`src/rtl/ppt_pkg.sv`:
```
// Shared types and constants for the pulsed-plasma-thruster firing engine.
// The DEF_* values are the power-on defaults also used by the register map.
package ppt_pkg;

  localparam int TIME_W  = 14;
  localparam int FIRE_W  = 8;
  localparam int PRESC_W = 32;
  localparam int DIV_W   = 5;

  localparam logic [DIV_W-1:0]  DEF_CLK_DIV = 5'd9;
  localparam logic [TIME_W-1:0] DEF_PERIOD  = 14'd128;
  localparam logic [TIME_W-1:0] DEF_WIDTH   = 14'd1;
  localparam logic [FIRE_W-1:0] DEF_COUNT   = 8'd16;

  typedef enum logic [1:0] {
    IDLE = 2'd0,
    FIRE = 2'd1,
    WAIT = 2'd2,
    DONE = 2'd3
  } ppt_state_e;

  // A pulse never outlasts its period, and a zero period still takes one tick.
  function automatic logic [TIME_W-1:0] eff_period(input logic [TIME_W-1:0] period,
                                                   input logic [TIME_W-1:0] width);
    logic [TIME_W-1:0] m;
    m = (width > period) ? width : period;
    return (m == {TIME_W{1'b0}}) ? TIME_W'(1) : m;
  endfunction

endpackage

```
`src/rtl/ppt_prescaler.sv`:
```
// Tick generator: one-clock tick every 2^(clk_div+1) clocks, restartable via clr.
module ppt_prescaler
  import ppt_pkg::*;
(
  input  logic             clk,
  input  logic             rst,
  input  logic             clr,
  input  logic [DIV_W-1:0] clk_div,
  output logic             tick
);

  logic [PRESC_W-1:0] cnt_q;
  logic [PRESC_W-1:0] cnt_d;
  logic [PRESC_W-1:0] term_s;
  logic [DIV_W-1:0]   shamt_s;

  assign shamt_s = DIV_W'(PRESC_W - 1) - clk_div;
  assign term_s  = {PRESC_W{1'b1}} >> shamt_s;
  assign tick    = (cnt_q == term_s);

  // Next count: restart on clr, wrap after the terminal value.
  always_comb begin
    cnt_d = cnt_q;
    if (clr) begin
      cnt_d = {PRESC_W{1'b0}};
    end else if (tick) begin
      cnt_d = {PRESC_W{1'b0}};
    end else begin
      cnt_d = cnt_q + PRESC_W'(1);
    end
  end

  // Prescaler count register.
  always_ff @(posedge clk) begin
    if (rst) begin
      cnt_q <= {PRESC_W{1'b0}};
    end else begin
      cnt_q <= cnt_d;
    end
  end

endmodule

```
`src/rtl/ppt_pulse_controller.sv`:
```
// Thruster firing engine: emits `count` pulses of `width` ticks every eff_period ticks,
// with configuration frozen at run start and level-sensitive run/abort control.
module ppt_pulse_controller
  import ppt_pkg::*;
(
  input  logic              clk,
  input  logic              rst,
  input  logic [DIV_W-1:0]  clk_div,
  input  logic [TIME_W-1:0] period,
  input  logic [TIME_W-1:0] width,
  input  logic [FIRE_W-1:0] count,
  input  logic              run_ppt,
  output logic              ppt_out,
  output logic [FIRE_W-1:0] count_done,
  output logic              done,
  output logic              busy
);

  ppt_state_e        state_q, state_d;
  logic [DIV_W-1:0]  clk_div_q, clk_div_d;
  logic [TIME_W-1:0] eff_p_q, eff_p_d;
  logic [TIME_W-1:0] width_q, width_d;
  logic [FIRE_W-1:0] count_q, count_d;
  logic [TIME_W-1:0] tick_cnt_q, tick_cnt_d;
  logic [FIRE_W-1:0] count_done_q, count_done_d;
  logic              done_q, done_d;
  logic              busy_q, busy_d;
  logic              ppt_out_q, ppt_out_d;

  logic              tick_s;
  logic              presc_clr_s;
  logic [TIME_W-1:0] tick_inc_s;
  logic              period_end_s;
  logic              last_fire_s;

  ppt_prescaler u_presc (
    .clk     (clk),
    .rst     (rst),
    .clr     (presc_clr_s),
    .clk_div (clk_div_q),
    .tick    (tick_s)
  );

  assign tick_inc_s   = tick_cnt_q + TIME_W'(1);
  assign period_end_s = tick_s && (tick_inc_s == eff_p_q);
  assign last_fire_s  = ((count_done_q + FIRE_W'(1)) == count_q);

  // Next-state and next-output logic for the firing sequencer.
  always_comb begin
    state_d      = state_q;
    clk_div_d    = clk_div_q;
    eff_p_d      = eff_p_q;
    width_d      = width_q;
    count_d      = count_q;
    tick_cnt_d   = tick_cnt_q;
    count_done_d = count_done_q;
    done_d       = done_q;
    ppt_out_d    = ppt_out_q;
    presc_clr_s  = 1'b0;

    case (state_q)
      IDLE: begin
        if (run_ppt) begin
          clk_div_d    = clk_div;
          eff_p_d      = eff_period(period, width);
          width_d      = width;
          count_d      = count;
          tick_cnt_d   = {TIME_W{1'b0}};
          count_done_d = {FIRE_W{1'b0}};
          presc_clr_s  = 1'b1;
          if (count == {FIRE_W{1'b0}}) begin
            state_d   = DONE;
            done_d    = 1'b1;
            ppt_out_d = 1'b0;
          end else begin
            state_d   = FIRE;
            done_d    = 1'b0;
            ppt_out_d = (width != {TIME_W{1'b0}});
          end
        end else begin
          done_d    = 1'b0;
          ppt_out_d = 1'b0;
        end
      end

      FIRE, WAIT: begin
        if (!run_ppt) begin
          state_d   = IDLE;
          ppt_out_d = 1'b0;
        end else if (period_end_s) begin
          // End of period is checked before the pulse-low edge so width == eff_p stays high.
          count_done_d = count_done_q + FIRE_W'(1);
          if (last_fire_s) begin
            state_d   = DONE;
            done_d    = 1'b1;
            ppt_out_d = 1'b0;
          end else begin
            state_d     = FIRE;
            tick_cnt_d  = {TIME_W{1'b0}};
            presc_clr_s = 1'b1;
            ppt_out_d   = (width_q != {TIME_W{1'b0}});
          end
        end else if ((state_q == FIRE) && (width_q == {TIME_W{1'b0}})) begin
          state_d   = WAIT;
          ppt_out_d = 1'b0;
        end else if (tick_s) begin
          tick_cnt_d = tick_inc_s;
          if ((state_q == FIRE) && (tick_inc_s == width_q)) begin
            state_d   = WAIT;
            ppt_out_d = 1'b0;
          end else begin
            state_d = state_q;
          end
        end else begin
          state_d = state_q;
        end
      end

      DONE: begin
        ppt_out_d = 1'b0;
        if (!run_ppt) begin
          state_d = IDLE;
          done_d  = 1'b0;
        end else begin
          done_d = 1'b1;
        end
      end

      default: begin
        state_d   = IDLE;
        done_d    = 1'b0;
        ppt_out_d = 1'b0;
      end
    endcase

    busy_d = (state_d == FIRE) || (state_d == WAIT);
  end

  // State, latched configuration and registered outputs.
  always_ff @(posedge clk) begin
    if (rst) begin
      state_q      <= IDLE;
      clk_div_q    <= DEF_CLK_DIV;
      eff_p_q      <= eff_period(DEF_PERIOD, DEF_WIDTH);
      width_q      <= DEF_WIDTH;
      count_q      <= DEF_COUNT;
      tick_cnt_q   <= {TIME_W{1'b0}};
      count_done_q <= {FIRE_W{1'b0}};
      done_q       <= 1'b0;
      busy_q       <= 1'b0;
      ppt_out_q    <= 1'b0;
    end else begin
      state_q      <= state_d;
      clk_div_q    <= clk_div_d;
      eff_p_q      <= eff_p_d;
      width_q      <= width_d;
      count_q      <= count_d;
      tick_cnt_q   <= tick_cnt_d;
      count_done_q <= count_done_d;
      done_q       <= done_d;
      busy_q       <= busy_d;
      ppt_out_q    <= ppt_out_d;
    end
  end

  assign ppt_out    = ppt_out_q;
  assign count_done = count_done_q;
  assign done       = done_q;
  assign busy       = busy_q;

endmodule

```
`config.mk`:
```
export PLATFORM = sky130hd
export DESIGN_NAME = ppt_pulse_controller
export DESIGN_NICKNAME = d
export VERILOG_FILES = /design/src/rtl/ppt_pkg.sv /design/src/rtl/ppt_prescaler.sv /design/src/rtl/ppt_pulse_controller.sv
export SDC_FILE = /design/constraint.sdc
export NUM_CORES = 1
export LEC_CHECK = 0
export ABC_CLOCK_PERIOD_IN_PS = 2700
export CAP_MARGIN = 20
export CORE_AREA = 2 2 149 151
export CTS_CLUSTER_DIAMETER = 150
export DETAILED_ROUTE_END_ITERATION = 8
export DIE_AREA = 0 0 151 153
export PLACE_DENSITY_LB_ADDON = 0.12
export SLEW_MARGIN = 20
export SYNTH_ARGS = -nofsm -noshare
export SYNTH_HDL_FRONTEND = slang
export SYNTH_SLANG_ARGS = --single-unit
```
`constraint.sdc`:
```
create_clock -name clk -period 2.7 [get_ports clk]
set_input_delay 0.405 -clock clk [delete_from_list [all_inputs] [get_ports clk]]
set_output_delay 0.405 -clock clk [all_outputs]
set_load 0.1 [all_outputs]
```
==> flow_summary.yaml, run 1 <==
final_layout:
  utilization_pct: 49.2
  fillers: 2120
  fin_area_sq_um: 10600
  instances_no_fill: 1474
  finalNetCount: 1254
  final_layout_size_suffix_gt1_share_pct: 29.9
  insertedDiodeCount: 0
  syn_to_final_growth_pct: 43.2
floorplanning:
  io_pins: 55
  die_w_microns: 151
  core_region_area_sq_um: 21500
  start_util_pct: 34.3
  dieHeight_microns: 153
  rows: 54
  die-area_sq_um: 23100
clock_network:
  clk_pin_slew_ns: 0.07
  cts.sink_count: 100
  cts.path.max_buffers: 2
  cts.hold.buffers_added: 0
  cts_root_buf: "sky130_fd_sc_hd__clkbuf_16"
  insertion_delay_ns: 0.36
  tritoncts: "yes"
  h-tree-depth: 3
  clock_buffers_created_by_tritoncts: 9
timing:
  grt_setup_unrepaired: "true"
  fmaxAchievable_mhz: 350
  setup_violations: 21
  setup_ws_ns: -0.159
  slew_headroom_pct: 70.7
  finalCriticalPeriod_ns: 2.86
  clk_skew_ns: 0.0125
  maxSlewViolCount: 0
  timing_hold_violations_final: 0
  holdWs_ns: 0.363
  min_period_over_period_pct: 106
  tightestPinTransition_ns: 0.438
logic_synthesis:
  synth-async-reset-ratio_pct: 0
  yosys_warnings: 0
  syn-mean-instance-area_sq_um: 7.60
  synthDistinctLibCells: 87
  yosysMostFrequentCell: "sky130_fd_sc_hd__nand2_1"
  synth_enable_flop_cells: 0
  synth.top_cell.area_share_pct: 27.1
  synthCells: 971
  synth-seq-cells: 100
  netlist_area_sq_um: 7380
  synth_fp_nets: 1036
  dominantRegCellSynth: "sky130_fd_sc_hd__dfxtp_1"
  ys_seq_area_share_pct: 27.1
  most_area_consuming_cells_after_synthesis: "sky130_fd_sc_hd__dfxtp_1, sky130_fd_sc_hd__xnor2_1, sky130_fd_sc_hd__nand2_1"
  yosysTopAreaCell: "sky130_fd_sc_hd__dfxtp_1"
  synth.top_cells.by_count: "sky130_fd_sc_hd__nand2_1, sky130_fd_sc_hd__dfxtp_1, sky130_fd_sc_hd__nor2_1"
routing:
  drt_first_pass_iters: 5
  via_per_inst: 5.43
  routed_wire_length_per_instance_microns: 17.6
  antenna_violating_nets_post_route: 0
  post-route-drc-count: 0
  finalWirelength_mm: 25.9
  first_iter_violations: 532
  via_count: 7997
place:
  preCtsSetupSlack_ns: -0.413
  dp.cells: 1425
  placedInstanceArea_sq_um: 9400
  place.port_buffers: 54
  routabilityCongestion: 0.892
  dpl.hpwl_mm: 19.4
outcome:
  result_of_the_run: "complete, but fails checks"
  violations_in_the_final_reports: "setup timing"
global_routing:
  grt-ovfl-total: 0
  grt_first_pass_wirelength_mm: 40.6
  grt_pass1_vias: 7567
  track_usage_pct: 22.2
  grt_start_max_net_pins: 44
  antenna_found_initial: 0
min_path:
  min_path_cells: 2
  holdCritStartpoint: "rst"
  holdCritPathClass: "in -> reg"
  holdPathEnd: "tick_cnt_q[0]$_SDFFE_PP0P_"
setup_path:
  worst_path_largest_cell_delay_ns: 0.56
  timing.critical_path.slowest_stage_cell: "sky130_fd_sc_hd__or4b_4"
  critPathRequiredTime_ns: 3.00
  crit-reg2reg-capture: "tick_cnt_q[13]$_SDFFE_PP0P_"
  timing.setup.critical_path_class: "reg -> reg"
  crit_path_start_kind: "flop"
  worst-path-buf-inv: 2
  regToRegStartpoint: "tick_cnt_q[1]$_SDFFE_PP0P_"
  reg2reg_slack_ns: -0.16
  cells_along_the_critical_path: "buf_6 -> nand4_4 -> buf_6 -> or3_4 -> and4_4 -> o31a_1 -> nand4_1 -> nand2_1 -> or4b_4 -> or3b_4 -> a21oi_2"
  worst_path_dominant_cell_family: "simple AND/OR/NAND/NOR gates"
  crit_fanout: 8
  critical_path_arrival_ns: 3.16
  timing.reg2reg.worst_path_depth: 11
  critical_path.endpoint_type: "flop"
  most_used_cell_cp: "sky130_fd_sc_hd__buf_6"
power_and_ir_drop:
  power_density_nw_per_um2: 378
  worst_ir_drop_vdd_mv: 0.245
  leakage_nw: 4.29
job:
  maximum_capacitance_violations: 0
-- area by class of cell --
| cell class | count | area (sq um) | share of cell area [%] |
|---|---|---|---|
| clock buffers | 11 | 243 | 2.30 |
| clock inverters | 5 | 82.6 | 0.781 |
| inverters | 33 | 124 | 1.17 |
| multi-input cells | 769 | 5330 | 50.5 |
| flip-flops and latches | 100 | 2040 | 19.3 |
| well taps | 280 | 350 | 3.31 |
| repair buffers | 276 | 2390 | 22.6 |
-- metal layers --
layer  global-route usage (%)  wire (microns)
met5                        0               0
met3                     3.43            1090
met1                     28.6           11400
met4                     7.43             767
met2                     37.6           12700
-- metrics by stage --
stage | power (W) | setup TNS, ns
2_1_floorplan | 0.00207 | -0.0120
3_3_place_gp | 0.00245 | -11.58
3_5_place_dp | 0.00244 | -12.44
4_1_cts | 0.00397 | -2.14
5_1_grt | 0.00417 | -5.10
6_report | 0.00400 | -1.58
-- where the power goes --
| group | internal (W) | total (W) | switching, W |
|---|---|---|---|
| sequential | 0.00152 | 0.00159 | 0.0000686 |
| clock | 0.000844 | 0.00147 | 0.000623 |
| combinational | 0.000467 | 0.000938 | 0.000472 |
| total | 0.00283 | 0.00400 | 0.00116 |
-- repair_timing --
action	CTS	global route
endpoints found under the hold margin	0	0
setup buffers	20	12
pin swaps	22	39
gates cloned	1	1
gates resized for setup	58	83
endpoints found under the setup margin	38	72
-- kinds of logic after synthesis --
kind of cell / share of synthesized area, %
AO/OA/AOI/OAI: 19.5
XOR/XNOR: 8.31
adder cells (fa/ha/maj): 3.56
buffers and inverters: 6.36
flip-flops: 27.1
multiplexers: 3.68
AND/OR/NAND/NOR: 31.4
-- sequential cells by signal (all words and copies together) (netlist names) --
register and cells:
done 1, eff_p_q 14, count_done 8, u_presc.cnt_q 32, ppt_out 1, busy 1, tick_cnt_q 14, state_q 2
count_q 8, clk_div_q 5, width_q 14
-- how the worst max path moves through the flow --
stage | slack [ns] | from | to | cells past startpoint
4_1_cts | -0.19 | tick_cnt_q[1]$_SDFFE_PP0P_ | tick_cnt_q[13]$_SDFFE_PP0P_ | 11
3_3_place_gp | -0.37 | clk_div_q[1]$_SDFFE_PP0P_ | tick_cnt_q[13]$_SDFFE_PP0P_ | 8
5_1_grt | -0.27 | clk_div_q[4]$_SDFFE_PP0P_ | tick_cnt_q[6]$_SDFFE_PP0P_ | 12
3_5_place_dp | -0.41 | period[7] | eff_p_q[13]$_SDFFE_PP0P_ | 13
6_report | -0.16 | tick_cnt_q[1]$_SDFFE_PP0P_ | tick_cnt_q[13]$_SDFFE_PP0P_ | 11
2_1_floorplan | -0.01 | tick_cnt_q[1]$_SDFFE_PP0P_ | tick_cnt_q[6]$_SDFFE_PP0P_ | 12
-- placed cells by master, fill, tap and decap left out, types with 16 or more instances in the layout --
cell / instances
sky130_fd_sc_hd__nand3_1: 26
sky130_fd_sc_hd__xor2_1: 24
sky130_fd_sc_hd__a21oi_1: 68
sky130_fd_sc_hd__o21ai_0: 39
sky130_fd_sc_hd__buf_6: 23
sky130_fd_sc_hd__buf_4: 200
sky130_fd_sc_hd__mux2i_1: 24
sky130_fd_sc_hd__xnor2_1: 46
sky130_fd_sc_hd__inv_1: 31
sky130_fd_sc_hd__nand2_1: 106
sky130_fd_sc_hd__dfxtp_1: 86
sky130_fd_sc_hd__nor2b_1: 19
sky130_fd_sc_hd__ha_1: 19
sky130_fd_sc_hd__nor2_1: 92
sky130_fd_sc_hd__nand4_1: 25
sky130_fd_sc_hd__clkdlybuf4s50_1: 37
sky130_fd_sc_hd__nor4_1: 16
(Power assumes the default switching activity.)
==> run 2, diff against run 1 <==
--- a/config.mk
+++ b/config.mk
@@ -9,9 +9,11 @@
 export CAP_MARGIN = 20
 export CORE_AREA = 2 2 149 151
 export CTS_CLUSTER_DIAMETER = 150
+export CTS_CLUSTER_SIZE = 14
 export DETAILED_ROUTE_END_ITERATION = 8
 export DIE_AREA = 0 0 151 153
 export PLACE_DENSITY_LB_ADDON = 0.12
+export SKIP_LAST_GASP = 1
 export SLEW_MARGIN = 20
 export SYNTH_ARGS = -nofsm -noshare
 export SYNTH_HDL_FRONTEND = slang
==> run 2 against run 1 <==
The flow still finishes with violations (setup timing). Count of clock-buffer cells in the layout stayed put. Global-route usage hardly changed. Flip-flop and latch count stayed put. Clock power hardly changed. Fmax is 2.2% lower. Design area is 1.2% lower. Via count is 1.2% lower. Die area stayed put. Sequential power hardly changed. Register-to-register slack worse by 0.06 ns. Cell count is 0.14% lower. Largest cell class unchanged.
==> flow_summary.yaml, run 2 (synthesis results as in run 1) <==
place:
  placedInstanceArea_sq_um: 9400
  routabilityCongestion: 0.892
  dp.cells: 1425
  dpl.hpwl_mm: 19.4
  place.port_buffers: 54
routing:
  first_iter_violations: 470
  routed_wire_length_per_instance_microns: 17.5
  antenna_violating_nets_post_route: 0
  post-route-drc-count: 0
  via_per_inst: 5.37
  via_count: 7899
  finalWirelength_mm: 25.8
  drt_first_pass_iters: 5
power_and_ir_drop:
  worst_ir_drop_vdd_mv: 0.245
  leakage_nw: 4.24
  int_pwr_w: 0.00283
  share_clk_of_total_power_pct: 36.8
  reported_net_switching_power_w: 0.00115
  power_density_nw_per_um2: 381
  comb_power_share_pct: 23.2
  netSwitchingFraction_pct: 29.0
  seqPwrFrac_pct: 39.9
outcome:
  violations_in_the_final_reports: "setup timing"
  result_of_the_run: "complete, but fails checks"
min_path:
  holdPathEnd: "tick_cnt_q[0]$_SDFFE_PP0P_"
  holdCritStartpoint: "rst"
  holdCritPathClass: "in -> reg"
  min_path_cells: 2
timing:
  tightestPinTransition_ns: 0.437
  grt_setup_unrepaired: "true"
  setup_ws_ns: -0.223
  slew_headroom_pct: 70.6
  min_period_over_period_pct: 108
  clk_skew_ns: 0.0123
  timing_hold_violations_final: 0
  fmaxAchievable_mhz: 342
  setup_violations: 19
  maxSlewViolCount: 0
  holdWs_ns: 0.366
  finalCriticalPeriod_ns: 2.92
clock_network:
  cts.sink_count: 100
  insertion_delay_ns: 0.36
  cts.path.max_buffers: 2
  clk_pin_slew_ns: 0.07
  tritoncts: "yes"
  h-tree-depth: 3
  cts_root_buf: "sky130_fd_sc_hd__clkbuf_16"
  cts.hold.buffers_added: 0
  clock_buffers_created_by_tritoncts: 9
final_layout:
  instances_no_fill: 1472
  area.sequential_sq_um: 2040
  number_of_flip_flops_under_the_largest_register_name: 32
  final_cell_mix: "sky130_fd_sc_hd__buf_4, sky130_fd_sc_hd__nand2_1, sky130_fd_sc_hd__nor2_1"
  multi_input_comb_area_sq_um: 5260
  mostFrequentLayoutCell: "sky130_fd_sc_hd__buf_4"
  syn_to_final_growth_pct: 41.5
  fillers: 2131
  final_layout_size_suffix_gt1_share_pct: 28.9
  insertedDiodeCount: 0
  fin_area_sq_um: 10400
  finalNetCount: 1252
  largest-register: "u_presc.cnt_q"
  utilization_pct: 48.6
setup_path:
  critical_path.endpoint_type: "flop"
  reg2reg_slack_ns: -0.22
  regToRegStartpoint: "tick_cnt_q[1]$_SDFFE_PP0P_"
  timing.reg2reg.worst_path_depth: 12
  critical_path_arrival_ns: 3.22
  crit_path_start_kind: "flop"
  critPathRequiredTime_ns: 3.00
  crit_fanout: 8
  crit-reg2reg-capture: "tick_cnt_q[13]$_SDFFE_PP0P_"
  timing.setup.critical_path_class: "reg -> reg"
global_routing:
  grt-ovfl-total: 0
  grt_start_max_net_pins: 44
  grt_first_pass_wirelength_mm: 40.6
  track_usage_pct: 22.2
  grt_pass1_vias: 7567
  antenna_found_initial: 0
floorplanning:
  io_pins: 55
  die-area_sq_um: 23100
  die_w_microns: 151
  core_region_area_sq_um: 21500
  dieHeight_microns: 153
  rows: 54
  start_util_pct: 34.3
job:
  maximum_capacitance_violations: 0
[run 2: critical path: stages, from the launching register on]
cell and delay (ns):
sky130_fd_sc_hd__dfxtp_4 0.38, sky130_fd_sc_hd__buf_6 0.10, sky130_fd_sc_hd__nand4_4 0.10, sky130_fd_sc_hd__buf_6 0.16, sky130_fd_sc_hd__buf_6 0.11, sky130_fd_sc_hd__o211ai_1 0.28, sky130_fd_sc_hd__a211oi_4 0.11, sky130_fd_sc_hd__o31a_1 0.32
sky130_fd_sc_hd__nand4_1 0.10, sky130_fd_sc_hd__nand2_1 0.07, sky130_fd_sc_hd__or4b_4 0.61, sky130_fd_sc_hd__or3b_4 0.40, sky130_fd_sc_hd__a21oi_2 0.11
[run 2: power by group through the flow]
| stage | combinational [W] | clock (W) | sequential (W) |
|---|---|---|---|
| final | 0.000925 | 0.00147 | 0.00159 |
| after global routing | 0.00101 | 0.00155 | 0.00160 |
| after global placement | 0.000813 | 0 | 0.00163 |
| after CTS | 0.000871 | 0.00150 | 0.00159 |
| after detailed placement | 0.000811 | 0 | 0.00163 |
| after floorplan | 0.000451 | 0 | 0.00162 |
[run 2: worst max-delay path by stage]
stage | slack (ns) | depth (start not counted) | end | start
global placement | -0.37 | 8 | tick_cnt_q[13]$_SDFFE_PP0P_ | clk_div_q[1]$_SDFFE_PP0P_
floorplan | -0.01 | 12 | tick_cnt_q[6]$_SDFFE_PP0P_ | tick_cnt_q[1]$_SDFFE_PP0P_
finish | -0.22 | 12 | tick_cnt_q[13]$_SDFFE_PP0P_ | tick_cnt_q[1]$_SDFFE_PP0P_
global route | -0.34 | 12 | tick_cnt_q[2]$_SDFFE_PP0P_ | tick_cnt_q[1]$_SDFFE_PP0P_
detailed placement | -0.41 | 13 | eff_p_q[13]$_SDFFE_PP0P_ | period[7]
CTS | -0.19 | 11 | tick_cnt_q[13]$_SDFFE_PP0P_ | tick_cnt_q[1]$_SDFFE_PP0P_
[run 2: final cells by class]
type / count / share of cell area, %
Tap cell: 280 / 3.35
Timing Repair Buffer: 274 / 22.5
Sequential cell: 100 / 19.6
Multi-Input combinational cell: 769 / 50.3
Clock inverter: 5 / 0.791
Clock buffer: 11 / 2.32
Inverter: 33 / 1.19
[run 2: routing by layer]
layer  vias up  share of wire [%]  global-route usage, %
met5         -                  0                      0
met4         0                2.8                   7.43
met3        45                5.1                   3.43
met2       221                 49                   37.6
met1      3716                 43                   28.6
li1       3917                  -                      -
[run 2: repair_timing]
item                                    4_1_cts  5_1_grt
buffers inserted                             20       10
pin swaps                                    22       19
endpoints found under the setup margin       38       72
cloned                                        1        1
endpoints found under the hold margin         0        0
gates resized for setup                      57       53
[run 2: metrics by stage]
| step | power (W) | setup TNS (ns) | setup slack (ns) |
|---|---|---|---|
| after global routing | 0.00415 | -5.69 | -0.337 |
| after global placement | 0.00245 | -11.58 | -0.367 |
| after floorplan | 0.00207 | -0.0120 | -0.0120 |
| final | 0.00398 | -2.31 | -0.223 |
| after detailed placement | 0.00244 | -12.44 | -0.413 |
| after CTS | 0.00397 | -2.15 | -0.188 |
==> run 3, diff against run 2 <==
--- a/config.mk
+++ b/config.mk
@@ -12,7 +12,7 @@
 export CTS_CLUSTER_SIZE = 14
 export DETAILED_ROUTE_END_ITERATION = 8
 export DIE_AREA = 0 0 151 153
-export PLACE_DENSITY_LB_ADDON = 0.12
+export PLACE_DENSITY = 0.6
 export SKIP_LAST_GASP = 1
 export SLEW_MARGIN = 20
 export SYNTH_ARGS = -nofsm -noshare
==> run 3 against run 2 <==
The run still ends with setup timing left. Sequential share of layout area is 0.15 points higher. Core utilization decreased by 0.31 points. Routed wire length is 0.83% lower. Global-route usage fell by 0.30 points. First-iteration DRC count up 22%. Flip-flop and latch count stayed put. Cell count fell by 0.88%. Worst hold slack gained 0.093 ns.
==> flow_summary.yaml, run 3 (synthesis results as in run 1) <==
global_routing:
  track_usage_pct: 21.9
  grt_start_max_net_pins: 52
  grt_pass1_vias: 7630
  antenna_found_initial: 0
  grt_first_pass_wirelength_mm: 40.1
  grt-ovfl-total: 0
setup_path:
  critPathRequiredTime_ns: 2.99
  most_used_cell_cp: "sky130_fd_sc_hd__buf_6"
  worst_path_dominant_cell_family: "simple AND/OR/NAND/NOR gates"
  crit_fanout: 8
  timing.critical_path.slowest_stage_cell: "sky130_fd_sc_hd__or4b_4"
  timing.setup.critical_path_class: "reg -> reg"
  critical_path_arrival_ns: 3.17
  critical_path.endpoint_type: "flop"
  worst_path_largest_cell_delay_ns: 0.64
  worst-path-buf-inv: 3
  cells_along_the_critical_path: "buf_12 -> buf_6 -> a21o_1 -> buf_6 -> o31a_1 -> a22oi_1 -> nand4_1 -> or4b_4 -> or3b_1 -> a21oi_1"
  crit_path_start_kind: "flop"
timing:
  min_period_over_period_pct: 107
  maxSlewViolCount: 0
  fmaxAchievable_mhz: 346
  tightestPinTransition_ns: 0.749
  timing_hold_violations_final: 0
  setup_ws_ns: -0.187
  setup_violations: 57
  slew_headroom_pct: 50.0
  clk_skew_ns: 0.0162
  grt_setup_unrepaired: "true"
  finalCriticalPeriod_ns: 2.89
clock_network:
  insertion_delay_ns: 0.37
  cts.path.max_buffers: 2
  tritoncts: "yes"
  clock_buffers_created_by_tritoncts: 9
  cts.sink_count: 100
  cts_root_buf: "sky130_fd_sc_hd__clkbuf_16"
  clk_pin_slew_ns: 0.08
  h-tree-depth: 3
  cts.hold.buffers_added: 0
routing:
  routed_wire_length_per_instance_microns: 17.5
  via_count: 7963
  via_per_inst: 5.46
  antenna_violating_nets_post_route: 0
  drt_first_pass_iters: 5
  post-route-drc-count: 0
  finalWirelength_mm: 25.6
  first_iter_violations: 573
final_layout:
  final_cell_mix: "sky130_fd_sc_hd__buf_4, sky130_fd_sc_hd__nand2_1, sky130_fd_sc_hd__nor2_1"
  area.sequential_sq_um: 2040
  syn_to_final_growth_pct: 40.6
  mostFrequentLayoutCell: "sky130_fd_sc_hd__buf_4"
  utilization_pct: 48.3
  insertedDiodeCount: 0
  largest-register: "u_presc.cnt_q"
  final_layout_size_suffix_gt1_share_pct: 28.8
  fillers: 2148
  fin_area_sq_um: 10400
  number_of_flip_flops_under_the_largest_register_name: 32
  multi_input_comb_area_sq_um: 5290
  finalNetCount: 1239
place:
  place.port_buffers: 54
  preCtsSetupSlack_ns: -0.429
  dpl.hpwl_mm: 18.6
  placedInstanceArea_sq_um: 9280
  routabilityCongestion: 0.974
job:
  maximum_capacitance_violations: 0
power_and_ir_drop:
  leakage_nw: 4.12
  worst_ir_drop_vdd_mv: 0.290
  power_density_nw_per_um2: 382
  total_design_power_w: 0.00396
floorplanning:
  die_w_microns: 151
  start_util_pct: 34.3
  core_region_area_sq_um: 21500
  io_pins: 55
  die-area_sq_um: 23100
  rows: 54
  dieHeight_microns: 153
outcome:
  violations_in_the_final_reports: "setup timing"
  result_of_the_run: "complete, but fails checks"
min_path:
  holdCritPathClass: "in -> reg"
-- run 3: changes by cell type in the layout (fill, tap and decap cells not counted), sizes merged --
| cell | before | now |
|---|---|---|
| buf | 230 | 219 |
| bufinv | 2 | 1 |
| clkbuf | 13 | 9 |
| clkdlybuf4s50 | 37 | 39 |
| clkinv | 0 | 3 |
| clkinvlp | 1 | 0 |
| dlymetal6s2s | 5 | 3 |
| inv | 35 | 36 |
-- run 3: final timing paths --
path / startpoint / endpoint / slack [ns] / cells after the start
worst max register to register: clk_div_q[2]$_SDFFE_PP0P_ / tick_cnt_q[2]$_SDFFE_PP0P_ / -0.19 / 10
worst max-delay path: clk_div_q[2]$_SDFFE_PP0P_ / tick_cnt_q[2]$_SDFFE_PP0P_ / -0.19 / 10
worst min-delay path: width[7] / width_q[7]$_SDFFE_PP0P_ / 0.46 / 4
worst min register to register: count_q[0]$_SDFFE_PP0P_ / count_q[0]$_SDFFE_PP0P_ / 0.47 / 2
-- run 3: worst reg2reg max path, cell delays in order (launching register included) --
cell and delay, ns:
sky130_fd_sc_hd__dfxtp_4 0.38, sky130_fd_sc_hd__buf_12 0.13, sky130_fd_sc_hd__buf_6 0.11, sky130_fd_sc_hd__a21o_1 0.18
sky130_fd_sc_hd__buf_6 0.12, sky130_fd_sc_hd__o31a_1 0.27, sky130_fd_sc_hd__a22oi_1 0.27, sky130_fd_sc_hd__nand4_1 0.19
sky130_fd_sc_hd__or4b_4 0.64, sky130_fd_sc_hd__or3b_1 0.37, sky130_fd_sc_hd__a21oi_1 0.14
-- run 3: power by group --
group          total [W]  internal (W)  switching (W)
logic           0.000919      0.000449       0.000470
clock network    0.00145      0.000754       0.000701
registers        0.00159       0.00152      0.0000687
total            0.00396       0.00273        0.00124
-- run 3: area by class of cell --
type	instances	share of cell area (%)
clock inverters	7	1.01
multi-input cells	769	51.0
well taps	280	3.38
repair buffers	261	21.6
flip-flops and latches	100	19.7
clock buffers	9	2.17
inverters	33	1.19
-- run 3: stage by stage --
stage | TNS [ns] | cells | hold slack, ns
finish | -4.92 | 1459 | 0.459
global route | -10.74 | 1459 | 0.484
CTS | -2.39 | 1452 | 0.471
detailed placement | -17.86 | 1412 | 0.460
global placement | -14.65 | 1412 | 0.456
floorplan | -0.0120 | 971 | 0.448
-- run 3: layer usage --
metal,up-vias,wire [microns],GRT usage [%]
li1,3909,-,-
met5,-,0,0
met1,3738,11300,27.9
met3,55,1180,3.19
met2,261,12200,36.9
met4,0,886,8.86
-- run 3: timing repair --
action | 4_1_cts | 5_1_grt
cloned | 2 | 0
pin swaps | 27 | 32
gates resized for setup | 87 | 48
setup buffers | 23 | 7
endpoints found under the setup margin | 61 | 73
